## src/rtl/uart_rx_if.sv

```systemverilog
// Receiver-side bundle: serial line in, received word plus status out, valid/ready handshake.
interface uart_rx_if #(
  parameter int unsigned DATA_BITS = 8
);
  logic                 rx;
  logic [DATA_BITS-1:0] data;
  logic                 valid;
  logic                 ready;
  logic                 frame_err;
  logic                 parity_err;
  logic                 overrun;

  // master drives the line and consumes words; slave is the receiver
  modport master (
    output rx, ready,
    input  data, valid, frame_err, parity_err, overrun
  );

  modport slave (
    input  rx, ready,
    output data, valid, frame_err, parity_err, overrun
  );
endinterface

```

## src/rtl/uart_rx.sv

```systemverilog
// Oversampled UART receiver: mid-bit sampling, parity/stop checking, break hold-off,
// and a single-entry output register with valid/ready handshake and overrun flag.
module uart_rx #(
  parameter int unsigned DATA_BITS  = 8,
  parameter int unsigned OVERSAMPLE = 16,
  parameter int unsigned PARITY     = 0,
  parameter int unsigned STOP_BITS  = 1
) (
  input logic      clk,
  input logic      rst_n,
  uart_rx_if.slave bus
);
  localparam int unsigned CntW = $clog2(OVERSAMPLE);
  localparam int unsigned BitW = $clog2(DATA_BITS + 1);
  localparam logic [CntW-1:0] HalfLast = CntW'(OVERSAMPLE / 2 - 1);
  localparam logic [CntW-1:0] FullLast = CntW'(OVERSAMPLE - 1);
  localparam logic [BitW-1:0] DataLast = BitW'(DATA_BITS - 1);
  localparam logic [BitW-1:0] StopLast = BitW'(STOP_BITS - 1);

  typedef enum logic [2:0] {StIdle, StStart, StData, StParity, StStop} state_e;

  state_e               r_state;
  logic [1:0]           r_sync;
  logic                 r_armed;
  logic [CntW-1:0]      r_cnt;
  logic [BitW-1:0]      r_bit_cnt;
  logic [DATA_BITS-1:0] r_shift;
  logic                 r_par_bit;
  logic                 r_stop_err;
  logic [DATA_BITS-1:0] r_data;
  logic                 r_valid;
  logic                 r_frame_err;
  logic                 r_parity_err;
  logic                 r_overrun;

  logic w_rxs;
  logic w_sample;
  logic w_frame_err;
  logic w_parity_err;
  logic w_break;

  assign w_rxs       = r_sync[1];
  // start bit is sampled after half a bit, everything else one full bit later
  assign w_sample    = (r_state == StStart) ? (r_cnt == HalfLast) : (r_cnt == FullLast);
  assign w_frame_err = r_stop_err | ~w_rxs;
  assign w_break     = w_frame_err & (r_shift == '0);

  always_comb begin
    w_parity_err = 1'b0;
    if (PARITY == 1) begin
      w_parity_err = ~(^r_shift ^ r_par_bit);
    end else if (PARITY == 2) begin
      w_parity_err = ^r_shift ^ r_par_bit;
    end
  end

  always_ff @(posedge clk) begin
    if (!rst_n) begin
      r_state      <= StIdle;
      r_sync       <= 2'b11;
      r_armed      <= 1'b1;
      r_cnt        <= '0;
      r_bit_cnt    <= '0;
      r_shift      <= '0;
      r_par_bit    <= 1'b0;
      r_stop_err   <= 1'b0;
      r_data       <= '0;
      r_valid      <= 1'b0;
      r_frame_err  <= 1'b0;
      r_parity_err <= 1'b0;
      r_overrun    <= 1'b0;
    end else begin
      r_sync <= {r_sync[0], bus.rx};

      // a word completing on this edge overrides the handshake below
      if (r_valid && bus.ready) begin
        r_valid   <= 1'b0;
        r_overrun <= 1'b0;
      end

      if (r_state != StIdle) begin
        r_cnt <= w_sample ? '0 : r_cnt + CntW'(1);
      end

      unique case (r_state)
        StIdle: begin
          if (!r_armed) begin
            if (w_rxs) r_armed <= 1'b1;
          end else if (!w_rxs) begin
            r_state <= StStart;
            r_cnt   <= '0;
          end
        end
        StStart: begin
          if (w_sample) begin
            if (w_rxs) begin
              r_state <= StIdle;
            end else begin
              r_state    <= StData;
              r_bit_cnt  <= '0;
              r_stop_err <= 1'b0;
            end
          end
        end
        StData: begin
          if (w_sample) begin
            r_shift <= {w_rxs, r_shift[DATA_BITS-1:1]};
            if (r_bit_cnt == DataLast) begin
              r_bit_cnt <= '0;
              r_state   <= (PARITY != 0) ? StParity : StStop;
            end else begin
              r_bit_cnt <= r_bit_cnt + BitW'(1);
            end
          end
        end
        StParity: begin
          if (w_sample) begin
            r_par_bit <= w_rxs;
            r_state   <= StStop;
          end
        end
        StStop: begin
          if (w_sample) begin
            if (r_bit_cnt == StopLast) begin
              r_state      <= StIdle;
              r_bit_cnt    <= '0;
              r_data       <= r_shift;
              r_frame_err  <= w_frame_err;
              r_parity_err <= w_parity_err;
              r_overrun    <= r_valid & ~bus.ready;
              r_valid      <= 1'b1;
              // a break holds off new starts until the line has gone idle again
              r_armed      <= ~w_break;
            end else begin
              r_stop_err <= w_frame_err;
              r_bit_cnt  <= r_bit_cnt + BitW'(1);
            end
          end
        end
        default: r_state <= StIdle;
      endcase
    end
  end

  assign bus.data       = r_data;
  assign bus.valid      = r_valid;
  assign bus.frame_err  = r_frame_err;
  assign bus.parity_err = r_parity_err;
  assign bus.overrun    = r_overrun;
endmodule

```

## src/flat_wrapper.sv

```systemverilog
// flat-port wrapper written by rule: the top's interface ports become plain ports
module uart_rx_flat 
#(
  parameter int unsigned DATA_BITS  = 8,
  parameter int unsigned OVERSAMPLE = 16,
  parameter int unsigned PARITY     = 0,
  parameter int unsigned STOP_BITS  = 1
)
  (clk, rst_n, bus_rx, bus_ready, bus_data, bus_valid, bus_frame_err, bus_parity_err, bus_overrun);
  uart_rx_if #(.DATA_BITS(DATA_BITS)) bus_i ();
  input logic clk;
  input logic rst_n;
  input wire logic [$bits(bus_i.rx)-1:0] bus_rx;
  input wire logic [$bits(bus_i.ready)-1:0] bus_ready;
  output wire logic [$bits(bus_i.data)-1:0] bus_data;
  output wire logic [$bits(bus_i.valid)-1:0] bus_valid;
  output wire logic [$bits(bus_i.frame_err)-1:0] bus_frame_err;
  output wire logic [$bits(bus_i.parity_err)-1:0] bus_parity_err;
  output wire logic [$bits(bus_i.overrun)-1:0] bus_overrun;
  assign bus_i.rx = bus_rx;
  assign bus_i.ready = bus_ready;
  assign bus_data = bus_i.data;
  assign bus_valid = bus_i.valid;
  assign bus_frame_err = bus_i.frame_err;
  assign bus_parity_err = bus_i.parity_err;
  assign bus_overrun = bus_i.overrun;
  uart_rx #(.DATA_BITS(DATA_BITS), .OVERSAMPLE(OVERSAMPLE), .PARITY(PARITY), .STOP_BITS(STOP_BITS)) u_core (.clk(clk), .rst_n(rst_n), .bus(bus_i));
endmodule
```

## config.mk

```make
export PLATFORM = sky130hd
export DESIGN_NAME = uart_rx_flat
export DESIGN_NICKNAME = d
export VERILOG_FILES = /design/src/rtl/uart_rx_if.sv /design/src/rtl/uart_rx.sv /design/src/flat_wrapper.sv
export SDC_FILE = /design/constraint.sdc
export NUM_CORES = 1
export LEC_CHECK = 0
export BUFFER_PORTS_ARGS = -buffer_cell sky130_fd_sc_hd__buf_2
export CORE_MARGIN = 8
export CORE_UTILIZATION = 50
export DETAILED_ROUTE_END_ITERATION = 16
export GPL_TIMING_DRIVEN = 1
export PLACE_DENSITY = 0.69
export SETUP_SLACK_MARGIN = 0.05
export SLEW_MARGIN = 20
export SYNTH_ARGS = -nofsm -noshare
export SYNTH_HDL_FRONTEND = slang
export SYNTH_SLANG_ARGS = --single-unit
export TNS_END_PERCENT = 30
```

## constraint.sdc

```tcl
create_clock -name clk -period 2.08 [get_ports clk]
set_input_delay 0.624 -clock clk [delete_from_list [all_inputs] [get_ports clk]]
set_output_delay 0.624 -clock clk [all_outputs]
set_load 0.03 [all_outputs]
```

; ---- Word-level counts from Yosys, hierarchy flattened
; Index checks and enable logic that the tools add are counted.
[word_totals]
word_cells = 91
output_inout_bits = 12
register_bits = 34
in_bits = 4
[classes]
n_reduce_logical = 14
bitwise_logic = 6
n_addsub = 2
mux = 41
eq_ne = 17
[op_table]
columns = cell, n
row1 = $mux 4, 11
row2 = $mux 3, 8
row3 = $mux 1, 17
row4 = $pmux 3 s5, 1
row5 = $ne 2x1->1 const B, 7
row6 = $pmux 4 s3, 1
row7 = $reduce_and 5->1, 2
row8 = $add 4x1->4 const B, 2
row9 = $eq 4x3->1 const B, 2
row10 = $logic_not 8->1, 1
row11 = $reduce_and 8->1, 1
row12 = $eq 3x2->1 const B, 2
row13 = $ne 2x2->1 const B, 3
row14 = $reduce_and 3->1, 2
row15 = $reduce_bool 3->1, 2
row16 = $eq 4x4->1 const B, 1
row17 = $logic_not 4->1, 1
row18 = $pmux 1 s2, 2
row19 = $reduce_bool 2->1, 2
row20 = $eq 3x1->1 const B, 1
row21 = $eq 3x3->1 const B, 1
row22 = $logic_not 3->1, 1
row23 = $not 1->1, 3
row24 = $and 1x1->1, 2
row25 = other kinds (4), 4

; ---- Depth between registers and ports, before layout
; Gate-level depths: netlist of run 1.
[logic_depth]
depth_word = 7
ltp_mapped = 6
ltp_nobuf = 6

; ---- Least setup slack after synthesis of run 1
; OpenSTA, ideal clock, no wires.
[synth_path]
path_kind = register -> register
start = register u_core.r_state[0]
end = register u_core.r_bit_cnt[0]
setup_slack_ps = 211
setup_time_ps = 70
synth_period_minus_slack_ps = 1869
n_path_buf = 1
stages_incl_launch_ff = 6
arrival_ps = 1799
t_required_ps = 2010
cell_sequence = dfxtp_1 nor3b_1 mux2_2 buf_6 or4_1 a21boi_1
[synth_between]
elab_chain_len = 4
elab_cells_between_ends = 11
cone_classes = 7 x eq/ne / 2 x mux / 2 x reduce/logical
[synth_rtl]
columns = item, line
row1 = from (decl), uart_rx.sv:22  ; state_e r_state;
row2 = from (signal assigned), uart_rx.sv:59  ; r_state <= StIdle;
row3 = from (signal assigned), uart_rx.sv:90  ; r_state <= StStart;
row4 = from (signal assigned), uart_rx.sv:97  ; r_state <= StIdle;
row5 = $eq 3x1->1, "uart_rx.sv:44, uart_rx.sv:85"
row6 = $mux 1, uart_rx.sv:44  ; assign w_sample = (r_state == StStart) ? (r_cnt == HalfLast) : (r_cnt == FullLast);
row7 = $ne 2x1->1 (no source line), --
row8 = $reduce_and 5->1 (no source line), --
row9 = to (signal assigned), uart_rx.sv:112  ; r_bit_cnt <= r_bit_cnt + BitW'(1);
row10 = to (signal assigned), uart_rx.sv:136  ; r_bit_cnt <= r_bit_cnt + BitW'(1);
row11 = to (decl), uart_rx.sv:26  ; logic [BitW-1:0] r_bit_cnt;
; Several ways; a longest one is shown, not always the timed one.
; A chain may end at the register's enable or synchronous reset.

; ---- Worst setup path in the final report of run 1
[layout_path]
start = register u_core.r_cnt[0]
end = register u_core.r_frame_err (netlist: u_core.bus.frame_err)
[layout_between]
elab_chain_len = 3
elab_cells_between_ends = 4
cone_classes = 2 x eq/ne / 1 x mux / 1 x reduce/logical
[layout_rtl]
columns = item, line
row1 = from (decl), uart_rx.sv:25  ; logic [CntW-1:0] r_cnt;
row2 = from (signal assigned), uart_rx.sv:82  ; r_cnt <= w_sample ? '0 : r_cnt + CntW'(1);
row3 = $eq 4x4->1 / $eq 4x3->1 (equally long branches), uart_rx.sv:44
row4 = $mux 1 *, uart_rx.sv:44
row5 = $reduce_and 3->1 (no source line) *, --
row6 = to (signal assigned), uart_rx.sv:128  ; r_frame_err <= w_frame_err;
row7 = to (decl), uart_rx.sv:32  ; logic r_frame_err;
; Every way passes the cells marked *; elsewhere a longest branch is shown, timed or not.

==> flow_summary.ini, run 1 <==
[worst_setup_path]
timing.critical_path.from_type = flip-flop
crit_slowest_cell = dfxtp_1
cp_max_fo = 12
path_cells = ha_2 > nand3_2 > mux2_4 > nor3_2 > buf_6 > mux2i_1
timing.reg2reg.worst_path_depth = 6
crit_required_ns = 2.34
timing.critical_path.arrival_ns = 2.15
largest_incremental_delay_on_the_critical_path_ns = 0.39
end_kind = flip-flop
critical_path_class = reg -> reg

[routing]
met1Wirelength_mm = 1.656
drt-vias-per-instance = 5.502
route.antenna.remaining_nets = 0
routedWlPerCell_um = 14.21
wl_met2_mm = 1.723
drt_pass1_iterations = 5
drt_iter0_drc = 92
routed_wirelength_mm = 3.567
detailroute.wirelength.met3_um = 110
routed.top_layer = met4
residual_drc_count = 0
routed-via-count = 1381

[finish]
final_common_cell = dfxtp_1
layout.cells.non_filler = 251
postLayoutCellArea_um2 = 1948
fin_util_pct = 58.38
antenna_diode_count = 0
filler_cell_count = 310
fin_nets = 212
area_overhead_of_the_layout_relative_to_synthesis_pct = 11.53
layout-drive-gt1-share_pct = 20.49
mostFrequentLayoutCells = dfxtp_1 (34), nand2_1 (25), mux2i_1 (20)

[sta]
worst_slack_ns = 0.1966
setup_total_negative_slack_ns = 0
tightest_slew_ns = 0.5473
setup_clock_skew_after_layout_ns = 0.007669
post-route-period-util_pct = 90.55
grt_setup_unrepaired = yes
finalWorstPathRequiredPeriod_ns = 1.883
drv_slew = 0
holdWs_ns = 0.4277
timing.slew.headroom_pct = 63.40
timing_hold_violations_final = 0
fmax_mhz = 531.0
setup_violations = 0

[pwr]
post-layout-total-power_mw = 1.083
power_leakage_nw = 0.6631
ir_drop_v = 0.0003574
powerDensity_nw_per_um2 = 555.9

[clock_network]
clock_insertion_delay_worst_skew_ns = 0.34
clock_tree_buffer_depth = 2
tritoncts_sinks = 34
cts_max_level = 2
tritoncts.num_buffers = 5
ctsRootBufferMaster = clkbuf_4
setup_repair_bufs_after_cts = 0
cts.clk_slew.worst_paths_ns = 0.11
cts_tree = done

[run_status]
run_status = finished, final reports clean

[worst_hold_path]
hold_critical_path_depth = 1
min-delay-path-class = reg -> reg

[grt]
via_count_of_the_first_global_routing_pass = 1296
antenna_violations_before_repair = 0
grt_start_max_net_pins = 37
global_route_wire_length_before_repair_mm = 5.878
groute.usage.overall_pct = 13.58
grt_remaining_overflow = 0

[floorplan]
floorplan.initialDensity_pct = 52.34
die-area_um2 = 5641
std_cell_rows = 21
io-pin-count = 16
dieWidth_um = 75.11
die_boundary_height_um = 75.11
standard_cell_core_area_um2 = 3337

[placement]
place.detailed.instances = 244
dp_slack_ns = 0.01270
placed_cell_area_um2 = 1876
placement.io_buffers = 14
finalWeightedCongestion = 0.8524
post-dp-hpwl_mm = 2.565

[run]
drv.max_cap_violation_count = 0

[synthesis]
ys_warn_count = 0
post_synth_top_flop = dfxtp_1
yosysSeqAreaShare_pct = 38.97
post_synth_num_cell_types = 51
synth_area_um2 = 1747
number_of_enable_flip_flop_cells_after_synthesis = 0
average_cell_area_after_synthesis_um2 = 9.291
mappedNetlistNets = 195
async_flop_share_pct = 0
syn_inst = 188
ys_seq_elements = 34
## registers in the layout, indices dropped and copies added (netlist names)
name / count
u_core.r_stop_err: 1
u_core.r_armed: 1
u_core.bus.overrun: 1
u_core.bus.valid: 1
u_core.bus.data: 8
u_core.r_shift: 8
u_core.r_sync: 2
u_core.r_bit_cnt: 4
u_core.bus.frame_err: 1
u_core.r_state: 3
u_core.r_cnt: 4
## logic make-up after synthesis
logic type / Yosys count / share of synthesized area (%)
XOR/XNOR: 1 / 0.5015
adder cells (fa/ha/maj): 3 / 2.149
other: 1 / 0.2147
AND/OR/NAND/NOR: 79 / 26.86
buffers and inverters: 16 / 5.014
AO/OA/AOI/OAI: 33 / 14.19
flip-flops: 34 / 38.97
multiplexers: 21 / 12.11
## cells in the mapped netlist, types with 4 or more instances
cell type,count,share of area [%]
mux2i_1,20,11
nand3b_1,4,1.7
dfxtp_1,34,39
clkbuf_1,5,1.1
nor3_1,5,1.4
a21oi_1,4,1.1
nor2b_1,14,5.0
nor3b_1,4,1.7
nor2_1,4,0.86
nand2_1,25,5.4
a21boi_0,5,2.1
inv_1,5,1.1
o21ai_0,9,2.6
## worst max-delay path, delay by kind of cell, from the launching register on
family / cells / cell delay, ns
simple gates: 2 / 0.35
flops: 1 / 0.39
mux: 2 / 0.61
buf+inv: 1 / 0.21
fa+ha+maj: 1 / 0.24
## path summary, 6_finish.rpt
path | startpoint | slack [ns] | to
worst max-delay path | u_core.r_cnt[0] | 0.20 | u_core.bus.frame_err
worst min-delay path | u_core.r_sync[0] | 0.43 | u_core.r_sync[1]
worst max register to register | u_core.r_cnt[0] | 0.20 | u_core.bus.frame_err
worst min register to register | u_core.r_sync[0] | 0.43 | u_core.r_sync[1]
## report_power, final
group / internal [mW] / switching, mW / total, mW / leakage (nW)
Combinational: 0.0275 / 0.0365 / 0.0640 / 0.365
Clock: 0.125 / 0.235 / 0.359 / 0.0233
Sequential: 0.655 / 0.00432 / 0.659 / 0.274
Total: 0.807 / 0.275 / 1.08 / 0.663
## metal layers
metal / track usage [%] / up-vias
met4: 6.522 / 0
met3: 3.728 / 9
met2: 22.84 / 28
met5: 0 / -
li1: - / 699
met1: 15.41 / 645
## area by class of cell
type	instances	area [µm²]	area share [%]
clock buffer	5	37.54	1.927
multi-input combinational	138	999.7	51.32
sequential	34	680.7	34.94
inverter	5	18.77	0.9634
tap	46	57.56	2.954
timing repair buffer	21	138.9	7.129
clock inverter	2	15.01	0.7707
## what timing repair did
action	4_1_cts	5_1_grt
endpoints found under the setup margin	3	13
hold buffers	0	0
resized for setup	1	4
(Power assumes the default switching activity.)
==> run 2, diff against run 1 <==
--- a/config.mk
+++ b/config.mk
@@ -6,11 +6,9 @@
 export NUM_CORES = 1
 export LEC_CHECK = 0
 export BUFFER_PORTS_ARGS = -buffer_cell sky130_fd_sc_hd__buf_2
-export CORE_MARGIN = 8
-export CORE_UTILIZATION = 50
+export CORE_UTILIZATION = 43
 export DETAILED_ROUTE_END_ITERATION = 16
 export GPL_TIMING_DRIVEN = 1
-export PLACE_DENSITY = 0.69
 export SETUP_SLACK_MARGIN = 0.05
 export SLEW_MARGIN = 20
 export SYNTH_ARGS = -nofsm -noshare
==> run 2 against run 1 <==
  * Global-route usage up 5.0 points
  * Cell count grew 2.4%
  * Via count is 0.51% higher
  * Critical path depth shrank 1
  * Utilization decreased by 5.5 points
  * Combinational power is 3% lower
  * Wire length decreased by 3.3%
  * Maximum frequency fell by 0.94%
  * Sequential share of layout area is 0.81 points lower
  * Clock power up 48%
  * Power increased by 16%
  * Critical path type unchanged
  * Critical endpoint is now u_core.r_bit_cnt[0]
  * Largest cell class unchanged
  * Largest power group unchanged
==> flow_summary.ini, run 2 (synthesized netlist as in run 1, its figures left out) <==
[run_status]
run_status = finished, final reports clean

[clock_network]
ctsHoldBuffers = 0
clock_tree_buffer_depth = 2
cts_max_level = 2
tritoncts.num_buffers = 5
setup_repair_bufs_after_cts = 0
ctsRootBufferMaster = clkbuf_8
cts_tree = done
clock_insertion_delay_worst_skew_ns = 0.29
tritoncts_sinks = 34
cts.clk_slew.worst_paths_ns = 0.07

[pwr]
power_leakage_nw = 0.6887
power.share.clock_pct = 42.5
pwr-share-comb_pct = 4.9
power_report.internal_total_uw = 953.4
p_seq_share_pct = 52.6
ir_drop_v = 0.0005188
power_switching_share_pct = 23.99
power.net_switching_uw = 301.0
powerDensity_nw_per_um2 = 628.9

[placement]
dp_slack_ns = 0.03121
place.detailed.instances = 249
post-dp-hpwl_mm = 2.485
placement.io_buffers = 14
finalWeightedCongestion = 0.8709

[worst_setup_path]
path_cells = ha_2 > nand3_2 > mux2_2 > or4_1 > a21boi_1
crit_required_ns = 2.30
timing.critical_path.from_type = flip-flop
reg2reg_to = u_core.r_bit_cnt[0]
critical_path_class = reg -> reg
worstSetupPathDepth = 5
cp_max_fo = 11
critical_path.reg2reg.startpoint = u_core.r_cnt[0]
crit_slowest_cell = or4_1
timing.reg2reg.worst_path_depth = 5
crit_end = u_core.r_bit_cnt[0]
worst_setup_path_startpoint = u_core.r_cnt[0]
end_kind = flip-flop
crit_buf_inv = 0
largest_incremental_delay_on_the_critical_path_ns = 0.52
crit_family = simple AND/OR/NAND/NOR gates
regToRegSetupSlack_ns = 0.18
timing.critical_path.arrival_ns = 2.13

[sta]
fmax_mhz = 526.0
worst_slack_ns = 0.1787
tightest_slew_ns = 0.5389
finalWorstPathRequiredPeriod_ns = 1.901
timing.slew.headroom_pct = 63.97
grt_setup_unrepaired = yes
setup_violations = 0
timing_hold_violations_final = 0
drv_slew = 0
setup_total_negative_slack_ns = 0
post-route-period-util_pct = 91.41
setup_clock_skew_after_layout_ns = 0.002425

[grt]
antenna_violations_before_repair = 0
via_count_of_the_first_global_routing_pass = 1309
groute.usage.overall_pct = 18.54
grt_start_max_net_pins = 26
grt_remaining_overflow = 0
global_route_wire_length_before_repair_mm = 6.037

[floorplan]
floorplan.initialDensity_pct = 46.32
standard_cell_core_area_um2 = 3771
io-pin-count = 16
std_cell_rows = 22
die_boundary_height_um = 65.74
dieWidth_um = 65.74
die-area_um2 = 4321

[routing]
routedWlPerCell_um = 13.42
drt_iter0_drc = 83
routed.top_layer = met4
drt_pass1_iterations = 4
drt-vias-per-instance = 5.401
route.antenna.remaining_nets = 0
detailroute.wirelength.met3_um = 89
met1Wirelength_mm = 1.670
routed-via-count = 1388
wl_met2_mm = 1.626
routed_wirelength_mm = 3.449
residual_drc_count = 0

[finish]
antenna_diode_count = 0
layout.cells.non_filler = 257
final_common_cell = dfxtp_1
layout-drive-gt1-share_pct = 21.53
area_overhead_of_the_layout_relative_to_synthesis_pct = 14.18
mostFrequentLayoutCells = dfxtp_1 (34), nand2_1 (25), mux2i_1 (20)
fin_nets = 215

[run]
drv.max_cap_violation_count = 0

[worst_hold_path]
min-delay-path-class = reg -> reg
[run 2: cell types whose count changed in the layout (fill, tap and decap cells not counted), sizes merged]
cell / before / now
buf: 21 / 24
inv: 5 / 6
clkinvlp: 2 / 1
clkbuf: 5 / 6
[run 2: worst min-delay path by stage]
stage	start	to	slack (ns)	depth (start not counted)
finish	u_core.r_sync[0]	u_core.r_sync[1]	0.42	1
global route	u_core.r_sync[0]	u_core.r_sync[1]	0.43	1
floorplan	u_core.r_sync[0]	u_core.r_sync[1]	0.39	1
global placement	u_core.r_sync[0]	u_core.r_sync[1]	0.39	1
CTS	u_core.r_sync[0]	u_core.r_sync[1]	0.42	1
detailed placement	u_core.r_sync[0]	u_core.r_sync[1]	0.40	1
[run 2: metrics by stage]
stage	instance area, µm²	power, mW	hold WS [ns]	util (%)
3_3_place_gp	1888	0.7358	0.3945	50.07
6_report	1994	1.254	0.4168	52.89
4_1_cts	1992	1.271	0.4215	52.82
2_1_floorplan	1747	0.7222	0.3863	-
3_5_place_dp	1888	0.7365	0.4018	50.07
5_1_grt	1994	1.301	0.4347	52.89
[run 2: worst register-to-register path, delay by kind of cell (launching register included)]
family | cells | cell delay [ns]
AND/OR/NAND/NOR | 2 | 0.67
multiplexers | 1 | 0.40
adder cells (fa/ha/maj) | 1 | 0.26
flip-flops | 1 | 0.38
AO/OA/AOI/OAI | 1 | 0.13
[run 2: cell type report]
| type | count | area [µm²] |
|---|---|---|
| Multi-Input combinational cell | 138 | 991.0 |
| Clock buffer | 6 | 82.58 |
| Sequential cell | 34 | 680.7 |
| Fill cell | 329 | 1777 |
| Inverter | 5 | 18.77 |
| Tap cell | 48 | 60.06 |
| Clock inverter | 2 | 16.27 |
| Timing Repair Buffer | 24 | 145.1 |
[run 2: per-layer routing]
layer  vias up  global-route usage [%]
met1       663                   22.55
met4         0                   8.967
li1        703                       -
met2        18                   29.97
met3         4                   4.861
met5         -                       0
[run 2: repair_timing]
item / CTS / global route
pin swaps: 0 / 0
setup endpoints to repair: 2 / 10
gates resized for setup: 1 / 1
[run 2: power groups by stage]
stage / registers (mW) / logic, mW / clock network [mW]
after floorplan: 0.673 / 0.0492 / 0
after global placement: 0.674 / 0.0617 / 0
after detailed placement: 0.675 / 0.0619 / 0
after CTS: 0.659 / 0.0623 / 0.550
after global routing: 0.660 / 0.0684 / 0.573
final: 0.659 / 0.0620 / 0.533
==> run 3, diff against run 2 <==
--- a/config.mk
+++ b/config.mk
@@ -5,8 +5,11 @@
 export SDC_FILE = /design/constraint.sdc
 export NUM_CORES = 1
 export LEC_CHECK = 0
+export ABC_AREA = 1
+export ABC_CLOCK_PERIOD_IN_PS = 2080
 export BUFFER_PORTS_ARGS = -buffer_cell sky130_fd_sc_hd__buf_2
 export CORE_UTILIZATION = 43
+export CTS_BUF_LIST = sky130_fd_sc_hd__clkbuf_4
 export DETAILED_ROUTE_END_ITERATION = 16
 export GPL_TIMING_DRIVEN = 1
 export SETUP_SLACK_MARGIN = 0.05
==> run 3 against run 2 <==
  * Worst hold slack better by 0.012 ns
  * Largest cell class unchanged
  * Clock skew is 0.0082 ns higher
  * Clock power is 37% lower
  * Sequential cell count stayed put
  * Count of clock-buffer cells in the layout is 1 lower
  * Critical endpoint is now u_core.r_state[1]
==> flow_summary.ini, run 3 <==
[run_status]
run_status = finished, final reports clean

[worst_setup_path]
timing.reg2reg.worst_path_depth = 9
cp_max_fo = 4
critical_path_class = reg -> reg
worst_setup_path_startpoint = u_core.r_bit_cnt[0]
crit_required_ns = 2.27
crit_slowest_cell = dfxtp_1
crit_buf_inv = 1
timing.critical_path.arrival_ns = 1.76
reg2reg_to = u_core.r_state[1]
crit_family = simple AND/OR/NAND/NOR gates
library_cell_appearing_most_often_on_the_critical_path = nand2_1
regToRegSetupSlack_ns = 0.51
path_cells = inv_1 > ha_1 > nand3_1 > nand2_1 > o21ai_2 > nor2_2 > nand2_1 > nand2_1 > a21oi_1
largest_incremental_delay_on_the_critical_path_ns = 0.36
critical_path.reg2reg.startpoint = u_core.r_bit_cnt[0]
end_kind = flip-flop
timing.critical_path.from_type = flip-flop

[sta]
tightest_slew_ns = 0.6698
timing_hold_violations_final = 0
setup_violations = 0
setup_total_negative_slack_ns = 0
setup_clock_skew_after_layout_ns = 0.01066
drv_slew = 0
finalWorstPathRequiredPeriod_ns = 1.566
fmax_mhz = 638.5
timing.slew.headroom_pct = 55.30
grt_setup_unrepaired = no
post-route-period-util_pct = 75.30
holdWs_ns = 0.4287

[synthesis]
post_synth_num_cell_types = 27
average_cell_area_after_synthesis_um2 = 7.128
post_synth_most_frequent_cells = nand2_1 (52), dfxtp_1 (34), a21oi_1 (28), nor2_1 (28), nand3_1 (25)
post_synth_top_flop = dfxtp_1
syn_inst = 221
synth_largest_area_cell = dfxtp_1
yosys.area.top_type_share_pct = 43.21
yosysSeqAreaShare_pct = 43.21
synth_area_um2 = 1575
ys_seq_elements = 34
ys_warn_count = 0
synth.most_common_cell = nand2_1
ys_top_cells_by_area = dfxtp_1 (43%), nand2_1 (12%), a21oi_1 (8.9%)
mappedNetlistNets = 228
async_flop_share_pct = 0
number_of_enable_flip_flop_cells_after_synthesis = 0

[worst_hold_path]
timing.hold.worst_endpoint = u_core.r_sync[1]
hold_critical_path_depth = 1
hp-start = u_core.r_sync[0]
min-delay-path-class = reg -> reg

[clock_network]
ctsRootBufferMaster = clkbuf_4
setup_repair_bufs_after_cts = 0
cts-resized-gates = 0
tritoncts.num_buffers = 5
cts.clk_slew.worst_paths_ns = 0.11
cts_max_level = 2
clock_tree_buffer_depth = 2
tritoncts_sinks = 34
cts_tree = done
clock_insertion_delay_worst_skew_ns = 0.33
ctsHoldBuffers = 0

[routing]
routedWlPerCell_um = 10.93
routed-via-count = 1402
drt_pass1_iterations = 4
residual_drc_count = 0
routed_wirelength_mm = 3.094
drt-vias-per-instance = 4.954
drt_iter0_drc = 80
route.antenna.remaining_nets = 0

[floorplan]
std_cell_rows = 21
floorplan.initialDensity_pct = 46.12
dieWidth_um = 62.53
io-pin-count = 16
standard_cell_core_area_um2 = 3416
die-area_um2 = 3909
die_boundary_height_um = 62.53

[placement]
finalWeightedCongestion = 0.8019
placement.io_buffers = 14
place.detailed.instances = 276
post-dp-hpwl_mm = 2.259

[pwr]
post-layout-total-power_mw = 1.047
ir_drop_v = 0.0003361
power_leakage_nw = 0.7126
powerDensity_nw_per_um2 = 606.2
power.share.clock_pct = 32.2
power.net_switching_uw = 254.4
pwr-share-comb_pct = 4.6
power_report.internal_total_uw = 792.4
p_seq_share_pct = 63.2
power_switching_share_pct = 24.30

[finish]
multiInputGateArea_um2 = 795.8
antenna_diode_count = 0
area_overhead_of_the_layout_relative_to_synthesis_pct = 9.611
sequential_standard_cell_area_um2 = 680.7
layout-drive-gt1-share_pct = 16.46
mostFrequentLayoutCells = nand2_1 (52), dfxtp_1 (34), nor2_1 (28), a21oi_1 (28), nand3_1 (25)
layout.cells.non_filler = 283
fin_util_pct = 50.55
filler_cell_count = 358
fin_nets = 244
final_common_cell = nand2_1

[grt]
grt_remaining_overflow = 0
via_count_of_the_first_global_routing_pass = 1280
groute.usage.overall_pct = 18.06
grt_start_max_net_pins = 25
global_route_wire_length_before_repair_mm = 5.609
antenna_violations_before_repair = 0

[run]
drv.max_cap_violation_count = 0
==> run 3: cell count changes in the layout (fill, tap and decap cells not counted), moves of 9 or more <==
cell,delta
nand3_1,+22
mux2i_1,-20
nor2b_1,-14
nor2_1,+24
buf_4,-9
nand2_1,+27
a21oi_1,+24
inv_1,+9
==> run 3: layout make-up <==
cell class,count,area share (%)
Clock buffer,5,2.174
Clock inverter,2,0.5797
Inverter,18,3.913
Multi-Input combinational cell,163,46.09
Sequential cell,34,39.42
Tap cell,46,3.333
Timing Repair Buffer,15,4.493
==> run 3: power groups by stage <==
stage	logic [mW]	registers (mW)	clock network, mW
detailed placement	0.0482	0.677	0
finish	0.0478	0.662	0.337
global route	0.0553	0.663	0.377
CTS	0.0484	0.662	0.351
global placement	0.0480	0.677	0
floorplan	0.0395	0.676	0
==> run 3: kinds of logic after synthesis <==
logic type	count (synthesis)	synth area share, %
buf+inv	24	6.274
simple gates	122	34.95
xor+xnor	2	1.112
flops	34	43.21
compound gates	35	11.83
fa+ha+maj	3	2.383
other cells	1	0.2381
==> run 3: worst max path at each step <==
stage                                    end  slack, ns  depth (start not counted)
after floorplan           u_core.bus.data[2]       0.72                          4
after global routing       u_core.r_state[2]       0.30                          9
after global placement      u_core.r_sync[0]       0.44                          3
after detailed placement    u_core.r_sync[0]       0.42                          3
final                      u_core.r_state[1]       0.51                          9
after CTS                  u_core.r_state[1]       0.50                          9
==> run 3: metrics by stage <==
step | setup slack (ns) | cell area, µm²
after floorplan | 0.7222 | 1575
after global placement | 0.4352 | 1679
after detailed placement | 0.4236 | 1679
after CTS | 0.4998 | 1727
after global routing | 0.2969 | 1727
final | 0.5138 | 1727
==> run 3: metal layers <==
metal | wire length [µm] | up-vias | track usage [%]
li1 | - | 750 | -
met1 | 1649 | 617 | 26.22
met2 | 1267 | 31 | 25.14
met3 | 143 | 4 | 3.650
met4 | 34 | 0 | 8.721
met5 | 0 | - | 0
